## src/rtl/bind_mon_pkg.sv

```systemverilog
// Shared types and the per-bit expected-value rule for the bindable XOR datapath monitor.
package bind_mon_pkg;

    typedef enum logic [1:0] {IDLE = 2'd0, ARMED = 2'd1, FAIL = 2'd2} mon_state_t;

    localparam int MODE_ZERO = 0;
    localparam int MODE_XOR  = 1;
    localparam int MODE_XNOR = 2;

    // Bit-level so any channel width can be built by looping over the flattened bus.
    function automatic logic expected(input int mode, input logic a, input logic b);
        case (mode)
            MODE_XOR:  return a ^ b;
            MODE_XNOR: return ~(a ^ b);
            default:   return 1'b0;
        endcase
    endfunction

endpackage

```

## src/rtl/bind_mon_delay.sv

```systemverilog
// Data + valid shift line matching the host pipeline depth; flush drops in-flight valids only.
module bind_mon_delay #(
    parameter int W   = 32,
    parameter int LAT = 1
) (
    input  logic         clk,
    input  logic         rst_n,
    input  logic         flush,
    input  logic         vin,
    input  logic [W-1:0] din,
    output logic [W-1:0] dout,
    output logic         vout
);

    if (LAT == 0) begin : g_thru
        assign dout = din;
        assign vout = vin;
    end else begin : g_pipe
        logic [LAT:1]        vld_pipe;
        logic [LAT:1][W-1:0] data_pipe;

        always_ff @(posedge clk or negedge rst_n) begin
            if (!rst_n) begin
                vld_pipe  <= '0;
                data_pipe <= '0;
            end else begin
                vld_pipe[1]  <= vin & ~flush;
                data_pipe[1] <= din;
                for (int i = 2; i <= LAT; i++) begin
                    vld_pipe[i]  <= vld_pipe[i-1] & ~flush;
                    data_pipe[i] <= data_pipe[i-1];
                end
            end
        end

        assign dout = data_pipe[LAT];
        assign vout = vld_pipe[LAT];
    end

endmodule

```

## src/rtl/bind_xor_monitor.sv

```systemverilog
// Bindable checker: recomputes each channel's XOR-family result, delays it by the host
// latency, compares against the host output, counts mismatches and latches a sticky failure.
module bind_xor_monitor
    import bind_mon_pkg::*;
#(
    parameter int WIDTH    = 8,
    parameter int CHANNELS = 4,
    parameter int MODE     = 1,
    parameter int LAT      = 1,
    parameter int CNT_W    = 8,
    localparam int CH_W    = (CHANNELS > 1) ? $clog2(CHANNELS) : 1,
    localparam int N       = WIDTH * CHANNELS
) (
    input  logic                      clk,
    input  logic                      rst_n,
    input  logic                      en,
    input  logic                      clr,
    input  logic                      in_valid,
    input  logic [N-1:0]              a,
    input  logic [N-1:0]              b,
    input  logic [N-1:0]              c,
    output logic [N-1:0]              exp_q,
    output logic                      exp_valid,
    output logic [CHANNELS-1:0]       mismatch_mask,
    output logic                      err_flag,
    output logic [CH_W-1:0]           first_ch,
    output logic [CHANNELS*CNT_W-1:0] err_cnt,
    output logic [1:0]                state_o
);

    if (MODE < MODE_ZERO || MODE > MODE_XNOR) begin : g_bad_mode
        $error("bind_xor_monitor: unsupported MODE %0d", MODE);
    end
    if (LAT < 0 || LAT > 15) begin : g_bad_lat
        $error("bind_xor_monitor: LAT %0d outside 0..15", LAT);
    end

    mon_state_t                       state;
    logic [N-1:0]                     exp_comb;
    logic [N-1:0]                     dly_q;
    logic                             dly_vld;
    logic                             cmp;
    logic [CHANNELS-1:0]              mis;
    logic [CHANNELS-1:0][CNT_W-1:0]   cnt_q;
    logic [CH_W-1:0]                  low_idx;

    always_comb begin
        exp_comb = '0;
        for (int j = 0; j < N; j++) exp_comb[j] = expected(MODE, a[j], b[j]);
    end

    bind_mon_delay #(.W(N), .LAT(LAT)) u_dly (
        .clk   (clk),
        .rst_n (rst_n),
        .flush (~en | clr),
        .vin   (in_valid & en),
        .din   (exp_comb),
        .dout  (dly_q),
        .vout  (dly_vld)
    );

    // Gating with en keeps a stale head-of-line valid from comparing during the flush cycle.
    assign exp_q     = dly_q;
    assign exp_valid = dly_vld & en;
    assign cmp       = exp_valid & (state != IDLE);

    for (genvar i = 0; i < CHANNELS; i++) begin : g_ch
        assign mis[i] = cmp & (c[i*WIDTH +: WIDTH] != dly_q[i*WIDTH +: WIDTH]);
    end

    always_comb begin
        low_idx = '0;
        for (int i = CHANNELS - 1; i >= 0; i--) if (mis[i]) low_idx = CH_W'(i);
    end

    always_ff @(posedge clk or negedge rst_n) begin
        if (!rst_n) begin
            mismatch_mask <= '0;
            cnt_q         <= '0;
        end else if (clr) begin
            mismatch_mask <= '0;
            cnt_q         <= '0;
        end else begin
            mismatch_mask <= mis;
            for (int i = 0; i < CHANNELS; i++)
                if (mis[i] && cnt_q[i] != {CNT_W{1'b1}}) cnt_q[i] <= cnt_q[i] + 1'b1;
        end
    end

    always_ff @(posedge clk or negedge rst_n) begin
        if (!rst_n) begin
            state    <= IDLE;
            err_flag <= 1'b0;
            first_ch <= '0;
        end else if (clr) begin
            state    <= IDLE;
            err_flag <= 1'b0;
            first_ch <= '0;
        end else begin
            case (state)
                IDLE:  if (en) state <= ARMED;
                ARMED: begin
                    if (|mis) begin
                        state    <= FAIL;
                        err_flag <= 1'b1;
                        first_ch <= low_idx;
                    end else if (!en) begin
                        state <= IDLE;
                    end
                end
                FAIL:  ;
                default: state <= IDLE;
            endcase
        end
    end

    assign err_cnt = cnt_q;
    assign state_o = state;

endmodule

```

## config.mk

```make
export PLATFORM = sky130hd
export DESIGN_NAME = bind_xor_monitor
export DESIGN_NICKNAME = d
export VERILOG_FILES = /design/src/rtl/bind_mon_pkg.sv /design/src/rtl/bind_mon_delay.sv /design/src/rtl/bind_xor_monitor.sv
export SDC_FILE = /design/constraint.sdc
export NUM_CORES = 1
export LEC_CHECK = 0
export CORE_MARGIN = 3
export CORE_UTILIZATION = 44
export DETAILED_ROUTE_END_ITERATION = 6
export PLACE_DENSITY_LB_ADDON = 0.12
export SYNTH_ARGS = -nofsm -noshare
export SYNTH_HDL_FRONTEND = slang
export SYNTH_HIERARCHICAL = 1
export SYNTH_SLANG_ARGS = --single-unit
```

## constraint.sdc

```tcl
create_clock -name clk -period 3.02 [get_ports clk]
set_input_delay 0.604 -clock clk [delete_from_list [all_inputs] [get_ports clk]]
set_output_delay 0.604 -clock clk [all_outputs]
set_load 0.02 [all_outputs]
```

== Word level (Yosys, flattened, before mapping) ==
Index checks and enable logic that the tools add are counted.
Cells by class
  add/sub/neg operators: 4
  eq/ne operators: 13
  muxes and demuxes: 21
  bitwise operators: 43
  reduce and logical (&&, ||, !) cells: 15
Operators with widths (count)
  8-bit by 1-bit adder with 8-bit output, second input constant: 4
  32-bit 2-to-1 mux: 1
  8-bit 2-to-1 mux: 4
  8-bit != test: 4
  8-bit != test, second input constant: 4
  1-bit bitwise XOR: 32
  2-bit 2-to-1 mux: 11
  2-bit nonzero test: 7
  1-bit AND: 8
  2-bit one-hot mux with 3 select lines: 1
  1-bit logical AND: 4
  4-bit 2-to-1 mux: 1
  4-bit != test, second input constant: 1
  4-bit OR reduction: 1
  1-bit 2-to-1 mux: 3
  3-bit != test, second input constant: 1
  3-bit AND reduction: 1
  2-bit by 1-bit == test with 1-bit output, second input constant: 1
  2-bit == test, second input constant: 1
  2-bit logical NOT: 1
  2-bit != test, second input constant: 1
  1-bit inverter: 2
  2-bit AND reduction: 1
  1-bit bitwise OR: 1
Storage, ports and cells
  register bits: 74
  input port bits: 101
  output and inout bits: 74
  word-level logic and storage cells: 106

== Depth between registers and ports, before layout ==
  depth after elaboration: 10
  gate-level depth with buffers: 7
  depth with buffers taken out: 6

== By module ==
Netlist, hierarchy kept.
By module, submodules not included
  bind_xor_monitor: times used 1, cells each 297, area an instance 2772.7 µm², seq. area each 1026.0 µm²
  bind_mon_delay: times used 1, cells each 34, area an instance 839.6 µm², seq. area each 825.8 µm²

== Worst setup path after synthesis ==
Ideal clock, no wire load.
  path type: input-to-reg
  start: input port c[13]
  end: register cnt_q (netlist bit err_cnt[13])
  library setup time: 0.125 ns
  arrival: 1.854 ns
  data required time: 2.895 ns
  path slack: 1.041 ns
  stages on the path: 6
  buffers on the path: 1
  cell sequence: xor2_1 -> nor4_1 -> a211o_1 -> buf_6 -> nor4_1 -> mux2_2
Between the ends
  cells in the longest elaborated chain, start to end: 4
Ends and longest elaborated chain
  start: declaration: line bind_xor_monitor.sv:21  | input logic [N-1:0] c,
  8-bit != test: line bind_xor_monitor.sv:68  | assign mis[i] = cmp & (c[i*WIDTH +: WIDTH] != dly_q[i*WIDTH +: WIDTH]);
  1-bit AND: line bind_xor_monitor.sv:68
  1-bit logical AND: line bind_xor_monitor.sv:86  | if (mis[i] && cnt_q[i] != {CNT_W{1'b1}}) cnt_q[i] <= cnt_q[i] + 1'b1;
  2-bit nonzero test (no line)
  end signal: assignment: line bind_xor_monitor.sv:79  | cnt_q <= '0;
  end signal: assignment: line bind_xor_monitor.sv:82  | cnt_q <= '0;
  end: declaration: line bind_xor_monitor.sv:44  | logic [CHANNELS-1:0][CNT_W-1:0] cnt_q;
No other way between the ends.
A chain may end at the register's enable or synchronous reset.

== Worst setup path in the final report ==
  start: input port en
  end: output port exp_valid
Between the ends
  cells in the longest elaborated chain, start to end: 1
Ends and longest elaborated chain
  start: declaration: line bind_xor_monitor.sv:16  | input logic en,
  1-bit AND: line bind_xor_monitor.sv:64  | assign exp_valid = dly_vld & en;
  end: declaration: line bind_xor_monitor.sv:23  | output logic exp_valid,
No other way between the ends.

==> flow_summary.json <==
{
  "path_max_fanout": 4,
  "grt_pass1_wl_um": 16200,
  "cpMaxStageDelayCell": "clkdlybuf4s50_1",
  "synthesis.instances": 331,
  "nFillCells": 591,
  "antenna_left": 0,
  "finalCriticalPeriod_ps": 2550,
  "clkLatencyLatePin_ps": 340,
  "ys_seq_area_share_pct": 51.3,
  "synth_top_area_share_pct": 51.3,
  "drive_gt1_share_pct": 5.66,
  "skew_ps": 12.0,
  "synth_nets": 436,
  "hold-worst-slack_ps": 398,
  "drtIter0Drc": 160,
  "rsz0062_at_grt": "no",
  "die_w_um": 96.6,
  "hold_viol_final": 0,
  "p_leak_nw": 2.26,
  "grt_pass1_vias": 3351,
  "slew_viol_final": 0,
  "ios": 175,
  "cp-start-kind": "primary input",
  "dieArea_mm2": 0.00933,
  "relSlewSlack_pct": 36.8,
  "antenna_found_initial": 0,
  "cts_root_buf": "clkbuf_8",
  "worstPathRequired_ps": 2420,
  "synth.area.top_cells": "dfrtp_1, xor2_1, xnor2_1",
  "cp_top_family": "buffers and inverters",
  "fin_total_pwr_mw": 2.25,
  "fin_area_mm2": 0.00562,
  "yosysWarnings": 6,
  "synth-seq-cells": 74,
  "yosysTopAreaCell": "dfrtp_1",
  "rows": 32,
  "hold_path_class": "primary input to async pin",
  "critical_path_arrival_ps": 1940,
  "cts_tree": "done",
  "clkTransAtPathRegs_ps": 80,
  "avgSynthCellArea_um2": 10.9,
  "dpl_cell_area_mm2": 0.00544,
  "max_stage_delay_ps": 630,
  "cts_max_level": 3,
  "hold_buffers": 0,
  "ys_async_sr_fraction_pct": 100,
  "fin_nets": 613,
  "cts_repair_resize_count": 0,
  "start_util_pct": 46.0,
  "ys.flop_type": "dfrtp_1",
  "io_buffers": 174,
  "synth_edf_count": 0,
  "diodes": 0,
  "dp_hpwl_um": 7690,
  "routed_via_density": 5.25,
  "grtUsageTotal_pct": 21.5,
  "status": "finished, final reports clean",
  "instances_no_fill": 614,
  "worstSetupPathType": "primary input to primary output",
  "multi_input_area_mm2": 0.00168,
  "cts.path.max_buffers": 2,
  "period_share_pct": 84.3,
  "path_common_cell": "clkdlybuf4s50_1",
  "drtPass1Iterations": 4,
  "post-route-drc-count": 0,
  "worst_pin_slew_ps": 948,
  "dp.cells": 599,
  "layout.area.seq_mm2": 0.00185,
  "vias": 3225,
  "synth_cell_types": 44,
  "finalSetupTns_ps": 0,
  "grt_max_degree": 75,
  "gr-total-overflow": 0,
  "drt-total-wl_um": 9830,
  "numCtsBuffers": 9,
  "ir_worst_vdd_mv": 0.221,
  "drv_cap": 0,
  "die_h_um": 96.6,
  "setup_viol": 0,
  "syn_area_mm2": 0.00361,
  "post_cts_buffers": 0,
  "fmax_ghz": 0.393,
  "numClockSinks": 74,
  "path_buf_inv": 3,
  "wl_per_cell_um": 16.0,
  "p_per_area_mw_per_mm2": 400,
  "cp-end-kind": "primary output",
  "syn2layout_area_growth_pct": 55.7,
  "core_area_mm2": 0.00785,
  "crit_chain": "clkdlybuf4s50_1, nand2_1, inv_1, clkdlybuf4s50_1",
  "routabilityCongestion": 0.849
}
-- cell usage in the layout, fill, tap and decap left out, types with 6 or more instances in the layout --
cell | synthesis | layout
clkdlybuf4s50_1 | 0 | 173
dfrtp_1 | 74 | 74
xor2_1 | 42 | 42
xnor2_1 | 25 | 25
a21oi_1 | 22 | 22
nand2_1 | 19 | 19
nor2_1 | 17 | 17
or4_1 | 11 | 11
nand4_1 | 9 | 9
nand3_1 | 9 | 9
clkbuf_8 | 0 | 9
o31ai_1 | 8 | 8
o21ai_0 | 8 | 8
inv_1 | 6 | 6
or3_1 | 6 | 6
o41ai_1 | 6 | 6
-- cells by family (layout without fill, tap and decap cells) --
logic type / Yosys count / count (layout) / synth area share [%]
mux: 6 / 6 / 1.80
xor+xnor: 67 / 67 / 16.2
fa+ha+maj: 4 / 4 / 1.39
simple gates: 100 / 100 / 15.4
compound gates: 63 / 63 / 11.6
buf+inv: 17 / 198 / 2.29
flops: 74 / 74 / 51.3
-- routing by layer --
metal	track usage, %	vias up	wire length, um
met4	7.99	0	160
met1	24.9	1561	3810
met5	0	-	0
li1	-	1534	-
met3	6.20	12	726
met2	37.6	118	5130
-- cell type report --
class	instances	area share, %
inverters	6	0.400
clock buffers	9	2.20
clock inverters	6	1.05
well taps	102	2.27
repair buffers	177	31.3
multi-input cells	240	29.8
flip-flops and latches	74	32.9
-- Yosys cell counts (all sizes together), types with 2 or more instances --
library cell and n:
clkbuf 7, nor4 4, or3b 2, inv 6, o211ai 3, xor2 42
mux2 4, o2111ai 2, o311ai 2, dfrtp 74, or4 11, nor2 18
nand3 9, o41ai 6, or3 6, mux2i 2, buf 4, o31ai 9
a211oi 2, a21oi 22, and2 3, xnor2 25, nand2b 2, and3 5
nor2b 6, and4 2, nand4 9, ha 4, nor3 4, o21ai 10
nand2 19
-- report_power, final --
| group | leakage [nW] | switching (mW) | internal, mW |
|---|---|---|---|
| clock | 0.0986 | 0.360 | 0.373 |
| sequential | 0.958 | 0.0355 | 1.04 |
| combinational | 1.20 | 0.190 | 0.253 |
| total | 2.26 | 0.586 | 1.66 |
-- stage by stage --
step	worst slack, ps	utilization [%]
2_1_floorplan	1040	-
3_3_place_gp	305	69.3
3_5_place_dp	197	69.3
4_1_cts	465	71.7
5_1_grt	413	71.7
6_report	473	71.7
-- registers in the layout, summed over array words and instances, names as in the netlist --
signal / cells
u_dly/dout: 32
first_ch: 2
err_cnt: 32
err_flag: 1
u_dly/vout: 1
state_o: 2
mismatch_mask: 4
-- final timing paths --
check	start	to	slack (ps)	cells after the start
setup reg to reg	u_dly/dout[11]$_DFF_PN0_	err_cnt[13]$_DFFE_PN0P_	810	5
hold / removal	rst_n	err_cnt[15]$_DFFE_PN0P_	400	1
setup / recovery	en	exp_valid	470	4
hold reg to reg	state_o[1]$_DFFE_PN0P_	state_o[0]$_DFFE_PN0P_	510	1
min in group clk	state_o[1]$_DFFE_PN0P_	state_o[0]$_DFFE_PN0P_	510	1
max in group asynchronous	rst_n	u_dly/dout[2]$_DFF_PN0_	1990	1
-- worst reg2reg max path: cells and delay by family (launching register included) --
kind                      cells  cell delay (ps)
and+or+nand+nor               2              650
AOI/OAI and AO/OA             1              560
DFF                           1              420
muxes                         1              300
xor gates and xnor gates      1              170
Note: power is estimated with default switching activity, not from simulation.
